===== src/rtl/timer_input_capture.sv =====
// Timer input-capture channel: synchronises and filters the timer input pin, detects the selected edge,
// divides edge events by 1/2/4/8 and latches the timer counter with capture/overcapture flags.
module timer_input_capture #(
    parameter int CNT_W = 16
) (
    input  logic             clk_i,
    input  logic             aresetn_i,
    input  logic             cce_i,
    input  logic [1:0]       icps_i,
    input  logic             ccp_i,
    input  logic [1:0]       icf_i,
    input  logic             tim_i,
    input  logic [CNT_W-1:0] cnt_i,
    input  logic             flag_clr_i,
    output logic [CNT_W-1:0] ccr_o,
    output logic             cap_o,
    output logic             ccif_o,
    output logic             ccof_o
);

    logic             sync1_q, sync2_q;
    logic             filt_q, filt_d;
    logic             filt_prev_q;
    logic [2:0]       fcnt_q, fcnt_d;
    logic [2:0]       pcnt_q, pcnt_d;
    logic [2:0]       flen_max;
    logic [2:0]       pre_max;
    logic             edge_s;
    logic             capture;
    logic [CNT_W-1:0] ccr_q, ccr_d;
    logic             cap_q;
    logic             ccif_q, ccif_d;
    logic             ccof_q, ccof_d;

    always_comb begin
        case (icf_i)
            2'b00:   flen_max = 3'd0;
            2'b01:   flen_max = 3'd1;
            2'b10:   flen_max = 3'd3;
            default: flen_max = 3'd7;
        endcase
        case (icps_i)
            2'b00:   pre_max = 3'd0;
            2'b01:   pre_max = 3'd1;
            2'b10:   pre_max = 3'd3;
            default: pre_max = 3'd7;
        endcase
    end

    // The filter only adopts the synchronised level after it has differed for N consecutive samples.
    always_comb begin
        filt_d = filt_q;
        fcnt_d = 3'd0;
        if (sync2_q != filt_q) begin
            if (fcnt_q == flen_max) begin
                filt_d = sync2_q;
            end else begin
                fcnt_d = fcnt_q + 3'd1;
            end
        end
    end

    // The >= compare lets a prescaler reduced mid-count capture on the very next edge.
    always_comb begin
        edge_s  = ccp_i ? (filt_prev_q & ~filt_q) : (~filt_prev_q & filt_q);
        capture = cce_i & edge_s & (pcnt_q >= pre_max);
        pcnt_d  = pcnt_q;
        if (!cce_i) begin
            pcnt_d = 3'd0;
        end else if (edge_s) begin
            pcnt_d = capture ? 3'd0 : pcnt_q + 3'd1;
        end
    end

    always_comb begin
        ccr_d  = ccr_q;
        ccif_d = ccif_q;
        ccof_d = ccof_q;
        if (capture) begin
            ccr_d  = cnt_i;
            ccif_d = 1'b1;
            ccof_d = (ccof_q | ccif_q) & ~flag_clr_i;
        end else if (flag_clr_i) begin
            ccif_d = 1'b0;
            ccof_d = 1'b0;
        end
    end

    always_ff @(posedge clk_i or negedge aresetn_i) begin
        if (!aresetn_i) begin
            sync1_q     <= 1'b0;
            sync2_q     <= 1'b0;
            filt_q      <= 1'b0;
            filt_prev_q <= 1'b0;
            fcnt_q      <= 3'd0;
            pcnt_q      <= 3'd0;
            ccr_q       <= '0;
            cap_q       <= 1'b0;
            ccif_q      <= 1'b0;
            ccof_q      <= 1'b0;
        end else begin
            sync1_q     <= tim_i;
            sync2_q     <= sync1_q;
            filt_q      <= filt_d;
            filt_prev_q <= filt_q;
            fcnt_q      <= fcnt_d;
            pcnt_q      <= pcnt_d;
            ccr_q       <= ccr_d;
            cap_q       <= capture;
            ccif_q      <= ccif_d;
            ccof_q      <= ccof_d;
        end
    end

    assign ccr_o  = ccr_q;
    assign cap_o  = cap_q;
    assign ccif_o = ccif_q;
    assign ccof_o = ccof_q;

endmodule


===== config.mk =====
export PLATFORM = sky130hd
export DESIGN_NAME = timer_input_capture
export DESIGN_NICKNAME = d
export VERILOG_FILES = /design/src/rtl/timer_input_capture.sv
export SDC_FILE = /design/constraint.sdc
export NUM_CORES = 1
export LEC_CHECK = 0
export BUFFER_PORTS_ARGS = -buffer_cell sky130_fd_sc_hd__buf_2
export CORE_MARGIN = 10
export CORE_UTILIZATION = 53
export DETAILED_ROUTE_END_ITERATION = 10
export PLACE_DENSITY = 0.93
export SYNTH_ARGS = -nofsm -noshare
export SYNTH_HDL_FRONTEND = slang
export SYNTH_SLANG_ARGS = --single-unit

===== constraint.sdc =====
create_clock -name clk_i -period 3.01 [get_ports clk_i]
set_input_delay 0.602 -clock clk_i [delete_from_list [all_inputs] [get_ports clk_i]]
set_output_delay 0.602 -clock clk_i [all_outputs]
set_load 0.005 [all_outputs]

; ---- Word-level counts from Yosys, hierarchy flattened
; Index checks and enable logic that the tools add are counted.
[word_totals]
reg_bits = 29
inputBits = 26
output_inout_bits = 19
elab_cells = 44
[classes]
n_addsub = 2
n_lt_le_gt_ge = 1
eq_ne = 7
muxes = 11
bitwise_logic = 9
reduce_logical = 4
[ops]
columns = cell, count
row1 = $pmux 3 s3, 2
row2 = $mux 3, 5
row3 = $add 3x1->3 const B, 2
row4 = $and 1x1->1, 5
row5 = $eq 2x1->1 const B, 2
row6 = $eq 2x2->1 const B, 2
row7 = $logic_not 2->1, 2
row8 = $mux 1, 4
row9 = $eq 3x3->1, 1
row10 = $ge 3x3->1, 1
row11 = $not 1->1, 3
row12 = $ne 2x1->1 const B, 1
row13 = $reduce_and 2->1, 1
row14 = $reduce_bool 2->1, 1
row15 = $ne 1x1->1, 1
row16 = $or 1x1->1, 1

; ---- Logic depth before layout (Yosys ltp)
; Gate-level depths: netlist of run 1.
[logic_depth]
depth_word = 8
mapped_depth = 7
mapped_depth_nobuf = 6

; ---- Least setup slack after synthesis of run 1
; Ideal clock, no wire load.
[synth_path]
path_kind = input port to flip-flop
startpoint = input port icps_i[1]
endpoint = register ccr_q[10] (netlist: ccr_o[10])
setup_time_ps = 125
arrival_time_ps = 2280
t_required_ps = 2885
slack_ps = 605
cell_stages = 7
path_buffers = 1
path_cell_list = or2_2 -> ha_1 -> nand2b_1 -> a31oi_2 -> nor3_4 -> buf_8 -> mux2_4
[synth_via]
elab_chain_len = 4
word_cells_on_any_way = 6
cone_classes = order compare: 1 / eq/ne: 2 / mux: 1 / bitwise: 1 / reduce/logical: 1
[synth_lines]
columns = item, line_no
row1 = start: declaration, 9  ; input logic [1:0] icps_i,
row2 = $eq 2x2->1 (tied with other cells), 42  ; case (icps_i)
row3 = $pmux 3 s3 (*), 42
row4 = $ge 3x3->1 (*), 66  ; capture = cce_i & edge_s & (pcnt_q >= pre_max);
row5 = $and 1x1->1 (*), 66
row6 = via capture, 29  ; logic capture;
row7 = end signal: assignment, 108  ; ccr_q <= ccr_d;
row8 = end: declaration, 30  ; logic [CNT_W-1:0] ccr_q, ccr_d;
; The timed path passes the listed nets; every way through them passes the cells marked *.
; A chain may end at the register's enable or synchronous reset.

; ---- Final worst setup path of run 1
[layout_path]
startpoint = input port icps_i[1]
endpoint = register ccr_q[6] (netlist: ccr_o[6])
[layout_via]
elab_chain_len = 4
word_cells_on_any_way = 6
cone_classes = order compare: 1 / eq/ne: 2 / mux: 1 / bitwise: 1 / reduce/logical: 1
[layout_lines]
columns = item, line_no
row1 = $eq 2x2->1 (tied with other cells), 42
row2 = $pmux 3 s3 (*), 42
row3 = $ge 3x3->1 (*), 66
row4 = $and 1x1->1 (*), 66
; Every way passes the cells marked *; elsewhere a longest branch is shown, timed or not.

==> results of run 1 <==
==> final cells by class <==
cell class / instances / share of cell area, %
Sequential cell: 29 / 44.4
Multi-Input combinational cell: 66 / 35.0
Timing Repair Buffer: 45 / 13.9
Clock buffer: 7 / 3.37
Tap cell: 30 / 2.30
Inverter: 4 / 0.920
==> where the power goes <==
group	total [uW]	switching, uW	internal [uW]	leakage, uW
registers	637	104	533	0.000369
logic	475	194	281	0.000446
clock network	232	122	110	0.0000314
total	1340	420	924	0.000846
==> cells by family after synthesis <==
| logic type | synth area share (%) |
|---|---|
| compound gates | 7.89 |
| xor+xnor | 1.97 |
| fa+ha+maj | 4.70 |
| buf+inv | 2.54 |
| simple gates | 12.0 |
| flops | 54.5 |
| mux | 16.4 |
==> layer usage <==
layer	wire, um	track usage (%)	vias up	share of wire [%]
met5	0	0	-	0
met4	27	2.63	0	0.96
met3	233	5.93	3	8.3
met2	1400	19.2	35	50
met1	1160	13.0	454	41
li1	-	-	460	-
==> per-stage QoR <==
step	hold slack (ns)	instances	power, uW	setup slack (ns)
after global routing	0.328	181	1440	0.692
after CTS	0.293	181	1360	0.791
final	0.283	181	1340	0.801
after global placement	0.335	174	1090	0.545
after detailed placement	0.336	174	1120	0.470
after floorplan	0.306	101	923	0.605
==> synthesized netlist by cell type (2+ instances only) <==
library cell,instances
a21oi_1,3
a31oi_1,2
and2_1,2
dfrtp_1,29
ha_1,5
inv_1,4
mux2_2,10
mux2_4,7
nand2_1,5
nand2b_1,3
nand3_1,3
nor3_1,4
or2_2,2
xnor2_1,2
==> registers in the layout, indices dropped and copies added, names as in the netlist <==
signal	count
filt_prev_q	1
filt_q	1
cap_o	1
ccif_o	1
sync1_q	1
fcnt_q	3
ccr_o	16
pcnt_q	3
sync2_q	1
ccof_o	1
==> worst register-to-register path: stages, from the launching register on <==
cell and delay, ns:
dfrtp_1 0.43, ha_1 0.34, a21o_1 0.18, a31oi_2 0.30
nor3_4 0.07, buf_4 0.22, mux2_4 0.33
==> cells in the final DEF (no fill, tap or decap), drive strengths merged, types with 2 or more instances in the layout <==
cell / instances
ha: 5
or2: 2
nand3: 3
a31oi: 3
dfrtp: 29
mux2: 17
clkbuf: 7
inv: 4
a21oi: 3
buf: 45
nor3: 5
and2: 2
nand2: 5
xnor2: 2
nand2b: 3
==> worst paths after layout <==
check	from	to	cells after the start
max in group asynchronous	aresetn_i	ccr_o[4]	1
worst min-delay path	aresetn_i	sync2_q	1
worst max register to register	pcnt_q[2]	ccr_o[8]	6
min in group clk_i	sync1_q	sync2_q	0
worst min register to register	sync1_q	sync2_q	0
worst max-delay path	icps_i[1]	ccr_o[6]	8
==> results.toml, run 1 <==
[sta]
finalMaxSlewViolations = 0
setup_violations = 0
skew_ns = 0.00776
rsz0062_at_grt = "no"
slew-limit-headroom_pct = 59.5
period_needed_ns = 2.21
tns_ns = 0
hold_viol_final = 0
fin_crit_sh_pct = 73.4
max_freq_ghz = 0.453
tightest_slew_ns = 0.608

[yosys]
synth-seq-cells = 29
ys_async_sr_fraction_pct = 100
synth_top_area_share_pct = 54.5
yosys_warnings = 0
syn_area_per_cell_um2 = 13.2
synth_nets = 132
netlist_area_mm2 = 0.00133
syn_inst = 101
ys_dominant_reg_cell = "dfrtp_1"
synth_top_area_cell = "dfrtp_1"
synth_edf_count = 0
synth_cell_types = 34
synth.area.top_cells = "dfrtp_1 55%, mux2_2 8.5%, mux2_4 7.9%, ha_1 4.7%, nor3_1 1.5%"
ys_seq_area_share_pct = 54.5

[detailed_routing]
vias_per_cell = 5.26
vias = 952
drt-pass1-iter-count = 5
drt_iter0_drc = 24
drt-total-wl_um = 2820
drc = 0
postRouteAntennaNets = 0
wl_per_cell_um = 15.6

[final_layout]
num-nets-final = 182
final_util_pct = 67.1
final_area_mm2 = 0.00163
fillCellCount = 181
area_delta_synth_final_pct = 22.7
drive_gt1_share_pct = 48.3
multi_input_area_um2 = 572
seqCellArea_um2 = 726
insertedDiodeCount = 0

[clocking]
post_cts_buffers = 0
cts_resized = 0
cts_tree = "yes"
htreeDepth = 2
ctsHoldBuffers = 0
cts_root_buffer = "clkbuf_4"
cts_buffer_depth = 2
clk_pin_slew_worst_paths_ns = 0.09
cts_buffers = 5
clock_latency_ns = 0.32
clock_sinks = 29

[place]
placed_cell_area_mm2 = 0.00158
portBuffers = 44
place.gp.congestion = 0.717
hpwl_um = 2220

[floorplanning]
dieHeight_um = 70.1
coreArea_mm2 = 0.00243
start_util_pct = 54.7
dieArea_mm2 = 0.00492
die_w_um = 70.1
rows = 18
io_pins = 45

[outcome]
run_status = "completed"

[flow_run]
maxCapViolCount = 0

[min_path]
hp-class = "primary input to async pin"

[worst_setup_path]
path_cells = "buf_2, or2_2, ha_1, nand2b_1, a31oi_2, nor3_4, buf_4, mux2_2"
path_class = "primary input to flip-flop"
critical_path.slowest_cell = "mux2_2"
cp_slowest_stage_delay_ns = 0.38
end_kind = "flip-flop"
critPathBufInv = 2
r2r_slack_ns = 1.03
cp.required_ns = 3.21
crit_fanout = 19
worstPathArrival_ns = 2.41
critPathTopFamily = "simple AND/OR/NAND/NOR gates"
critPathLaunchType = "primary input"

[global_routing]
first_global_vias = 1045
grt_antenna_before_repair = 0
grt_max_degree = 30
overflow = 0
groute.usage.overall_pct = 11.6
grt_pass1_wl_um = 4800

[power_and_ir_drop]
power_density_mw_per_mm2 = 823
max-vdd-ir-drop_uv = 553
power.leakage_uw = 0.000846
(Power assumes the default switching activity.)
==> inputs of run 2 (changes only) <==
Settings changed: CORE_UTILIZATION 53 to 44, PLACE_DENSITY 0.93 to 0.83.
Clock period 3.01 ns to 2 ns, I/O delays scaled along.
==> run 2 against run 1 <==
Net effect:
- sequential share of layout area decreased by 1.2 points
- sequential power increased by 50%
- utilization decreased by 7.8 points
- largest power group unchanged
- highest routed layer is now met3
==> results.toml, run 2 (synthesis gave the netlist of run 1 again) <==
[outcome]
run_status = "completed"

[place]
placed_cell_area_mm2 = 0.00162
portBuffers = 44
hpwl_um = 2260
place.gp.congestion = 0.674

[final_layout]
final_common_cell = "buf_2"
drive_gt1_share_pct = 49.7
area_delta_synth_final_pct = 26.0
insertedDiodeCount = 0
largest_reg_flops = 16
num-nets-final = 182
final_area_mm2 = 0.00168
fillCellCount = 222
layout_common_cells = "44 x buf_2, 29 x dfrtp_1, 10 x mux2_2"

[flow_run]
maxCapViolCount = 0

[floorplanning]
io_pins = 45
rows = 19
dieHeight_um = 75.0
dieArea_mm2 = 0.00563
coreArea_mm2 = 0.00283
die_w_um = 75.0
start_util_pct = 47.1

[detailed_routing]
drt-pass1-iter-count = 4
drt-total-wl_um = 2810
vias_per_cell = 5.21
vias = 948
drc = 0
drt_iter0_drc = 86
wl_per_cell_um = 15.4
postRouteAntennaNets = 0

[global_routing]
overflow = 0
grt_max_degree = 30
first_global_vias = 1098
grt_antenna_before_repair = 0
groute.usage.overall_pct = 10.6
grt_pass1_wl_um = 4640

[sta]
slew-limit-headroom_pct = 58.7
setup_violations = 0
finalMaxSlewViolations = 0
rsz0062_at_grt = "no"
skew_ns = 0.00631
tns_ns = 0
hold_viol_final = 0
period_needed_ns = 1.85
tightest_slew_ns = 0.619
fin_crit_sh_pct = 92.7
max_freq_ghz = 0.539

[min_path]
hp-class = "primary input to async pin"

[worst_setup_path]
cp.required_ns = 2.19
worstPathArrival_ns = 2.05
end_kind = "flip-flop"
critPathBufInv = 1
critical_path.slowest_cell = "dfrtp_1"
path_cells = "ha_1, a21o_1, a31oi_4, nor3_4, buf_12, mux2_4"
cp_slowest_stage_delay_ns = 0.42
critPathLaunchType = "flip-flop"
crit_fanout = 19
critPathTopFamily = "compound AO/OA/AOI/OAI gates"
path_class = "flip-flop to flip-flop"

[clocking]
cts_buffers = 5
htreeDepth = 2
ctsHoldBuffers = 0
post_cts_buffers = 0
cts_resized = 0
clock_latency_ns = 0.31
clk_pin_slew_worst_paths_ns = 0.09
cts_buffer_depth = 2
cts_tree = "yes"
cts_root_buffer = "clkbuf_4"
clock_sinks = 29

[power_and_ir_drop]
power.leakage_uw = 0.000857
max-vdd-ir-drop_uv = 710
power_density_mw_per_mm2 = 1230
[run 2: layer usage]
| layer | global-route usage [%] | share of wire [%] | up-vias |
|---|---|---|---|
| li1 | - | - | 457 |
| met4 | 3.15 | 0 | 0 |
| met2 | 17.1 | 47 | 36 |
| met1 | 11.9 | 43 | 455 |
| met3 | 5.65 | 11 | 0 |
| met5 | 0 | 0 | - |
[run 2: area by class of cell]
class | count | area, um2 | area share, %
clock buffers | 7 | 55.1 | 3.28
inverters | 4 | 15.0 | 0.895
multi-input cells | 66 | 603 | 35.9
flip-flops and latches | 29 | 726 | 43.3
well taps | 31 | 38.8 | 2.31
repair buffers | 45 | 240 | 14.3
[run 2: metrics by stage]
step	total power, uW	hold slack, ns	cells	utilization [%]	setup WS, ns
CTS	2090	0.117	182	59.3	0.144
detailed placement	1740	0.339	175	57.4	-0.109
floorplan	1420	0.104	101	-	-0.0646
finish	2060	0.0937	182	59.3	0.145
global placement	1690	0.336	175	57.4	-0.0540
global route	2220	0.140	182	59.3	0.0987
[run 2: worst paths after layout]
check,startpoint,to,slack [ns],cells past startpoint
max in group asynchronous,aresetn_i,ccr_o[6],1.50,1
setup reg to reg,pcnt_q[2],ccr_o[9],0.15,6
hold reg to reg,sync1_q,sync2_q,0.36,0
setup / recovery,pcnt_q[2],ccr_o[9],0.15,6
hold / removal,aresetn_i,fcnt_q[2],0.09,1
min in group clk_i,tim_i,sync1_q,0.20,1
[run 2: report_power, final]
group          total [uW]  leakage [uW]  internal (uW)  switching (uW)
Sequential            954      0.000369            802             152
Clock                 352     0.0000314            166             186
Combinational         755      0.000457            450             305
==> inputs of run 3 (changes only) <==
Settings changed: CORE_UTILIZATION 44 to 49, PLACE_DENSITY 0.83 to 0.87.
Clock period 2 ns to 1.8 ns, I/O delays scaled along.
==> run 3 against run 2 <==
Net effect:
- hold slack worse by 0.039 ns
- combinational power rose by 21%
- sequential cell count stayed put
- sequential power rose by 10%
- fmax rose by 7.7%
- utilization grew 8.7 points
- critical path depth up 1
- critical path type unchanged
- largest power group unchanged
==> results.toml, run 3 (synthesis gave the netlist of run 1 again) <==
[place]
place_inst = 176
place.gp.congestion = 0.707
hpwl_um = 2350
portBuffers = 44
dp_slack_ns = -0.266

[global_routing]
grt_max_degree = 30
groute.usage.overall_pct = 13.1
overflow = 0
first_global_vias = 1153
grt_pass1_wl_um = 5390
grt_antenna_before_repair = 0

[sta]
slew-limit-headroom_pct = 59.3
period_needed_ns = 1.72
tightest_slew_ns = 0.610
hold_slack_ns = 0.0550
fin_ws_ns = 0.0788
max_freq_ghz = 0.581
fin_crit_sh_pct = 95.6
hold_viol_final = 0
skew_ns = 0.00387
rsz0062_at_grt = "no"
setup_violations = 0
finalMaxSlewViolations = 0

[worst_setup_path]
critPathBufInv = 2
path_depth = 7
path_cells = "inv_2, ha_4, nand2b_4, a31oi_4, nor3_4, buf_6, mux2_2"
critPathLaunchType = "flip-flop"
rr_startpoint = "pcnt_q[0]"
r2r_end = "ccr_o[1]"
path_class = "flip-flop to flip-flop"
critPathTopFamily = "flip-flops"
cp_slowest_stage_delay_ns = 0.38
reg2reg_depth = 7
r2r_slack_ns = 0.08
end_kind = "flip-flop"
crit_fanout = 10
cp.required_ns = 2.00
worstPathArrival_ns = 1.92
critical_path.slowest_cell = "dfrtp_1"

[detailed_routing]
drt-pass1-iter-count = 4
vias = 992
vias_per_cell = 5.25
postRouteAntennaNets = 0
drc = 0
drt_iter0_drc = 36
wl_per_cell_um = 16.9
drt-total-wl_um = 3190

[power_and_ir_drop]
p_comb_share_pct = 39.5
max-vdd-ir-drop_uv = 1070
p_int_uw = 1590
switching_share_pct = 31.6
power_density_mw_per_mm2 = 1340
p_sw_uw = 733
power_frac_clock_pct = 15.3
power.leakage_uw = 0.000886
p_seq_share_pct = 45.1

[floorplanning]
start_util_pct = 52.3
coreArea_mm2 = 0.00254
io_pins = 45
dieArea_mm2 = 0.00520
die_w_um = 72.1
rows = 18
dieHeight_um = 72.1

[outcome]
run_status = "completed"

[min_path]
hp-class = "primary input to async pin"

[final_layout]
final_util_pct = 68.0
area_delta_synth_final_pct = 30.0
drive_gt1_share_pct = 52.2
layout_common_cells = "44 x buf_2, 29 x dfrtp_1, 10 x mux2_2"
largest_reg_flops = 16
final_common_cell = "buf_2"
stdcell_count = 189
num-nets-final = 189
fillCellCount = 196
insertedDiodeCount = 0

[clocking]
clock_latency_ns = 0.31
cts_root_buffer = "clkbuf_4"
cts_buffers = 5
clk_pin_slew_worst_paths_ns = 0.08
clock_sinks = 29
cts_tree = "yes"
htreeDepth = 2
cts_buffer_depth = 2

[flow_run]
maxCapViolCount = 0
-- run 3: final cells by class --
type	count	area, um2	area share, %
clock buffers	8	48.8	2.82
inverters	4	15.0	0.868
multi-input cells	66	616	35.6
flip-flops and latches	29	726	41.9
well taps	30	37.5	2.17
repair buffers	52	288	16.6
-- run 3: worst max-delay path by stage --
| stage | startpoint | to | slack, ns |
|---|---|---|---|
| final | pcnt_q[0] | ccr_o[1] | 0.08 |
| after detailed placement | icps_i[1] | ccr_o[1] | -0.27 |
| after global placement | icps_i[1] | ccr_o[1] | -0.21 |
| after CTS | pcnt_q[2] | ccr_o[1] | -0.01 |
| after floorplan | icps_i[1] | ccr_o[10] | -0.22 |
| after global routing | pcnt_q[0] | ccr_o[1] | 0.02 |
-- run 3: metrics by stage --
stage | cell area [um2] | power [uW] | setup TNS, ns
floorplan | 1360 | 1580 | -2.62
global placement | 1640 | 1900 | -3.27
detailed placement | 1640 | 1950 | -4.18
CTS | 1770 | 2350 | -0.0522
global route | 1730 | 2500 | 0
finish | 1730 | 2320 | 0
-- run 3: power by group through the flow --
stage	Clock, uW	Sequential, uW	Combinational [uW]
after floorplan	0	1050	530
after global placement	0	1040	851
after detailed placement	0	1050	894
after CTS	364	1050	939
after global routing	398	1090	1020
final	356	1050	917
-- run 3: timing repair --
action	4_1_cts	5_1_grt
pin swaps	4	2
resized for setup	5	0
endpoints found under the hold margin	0	0
endpoints found under the setup margin	17	17
hold buffers	0	0
buffers inserted	5	1
cloned	1	0
-- run 3: layer usage --
| layer | global-route usage [%] | wire (um) | vias up |
|---|---|---|---|
| met5 | 0 | 0 | - |
| met4 | 5.16 | 64 | 0 |
| met3 | 5.99 | 233 | 9 |
| met1 | 13.7 | 1260 | 473 |
| met2 | 22.3 | 1630 | 34 |
| li1 | - | - | 476 |
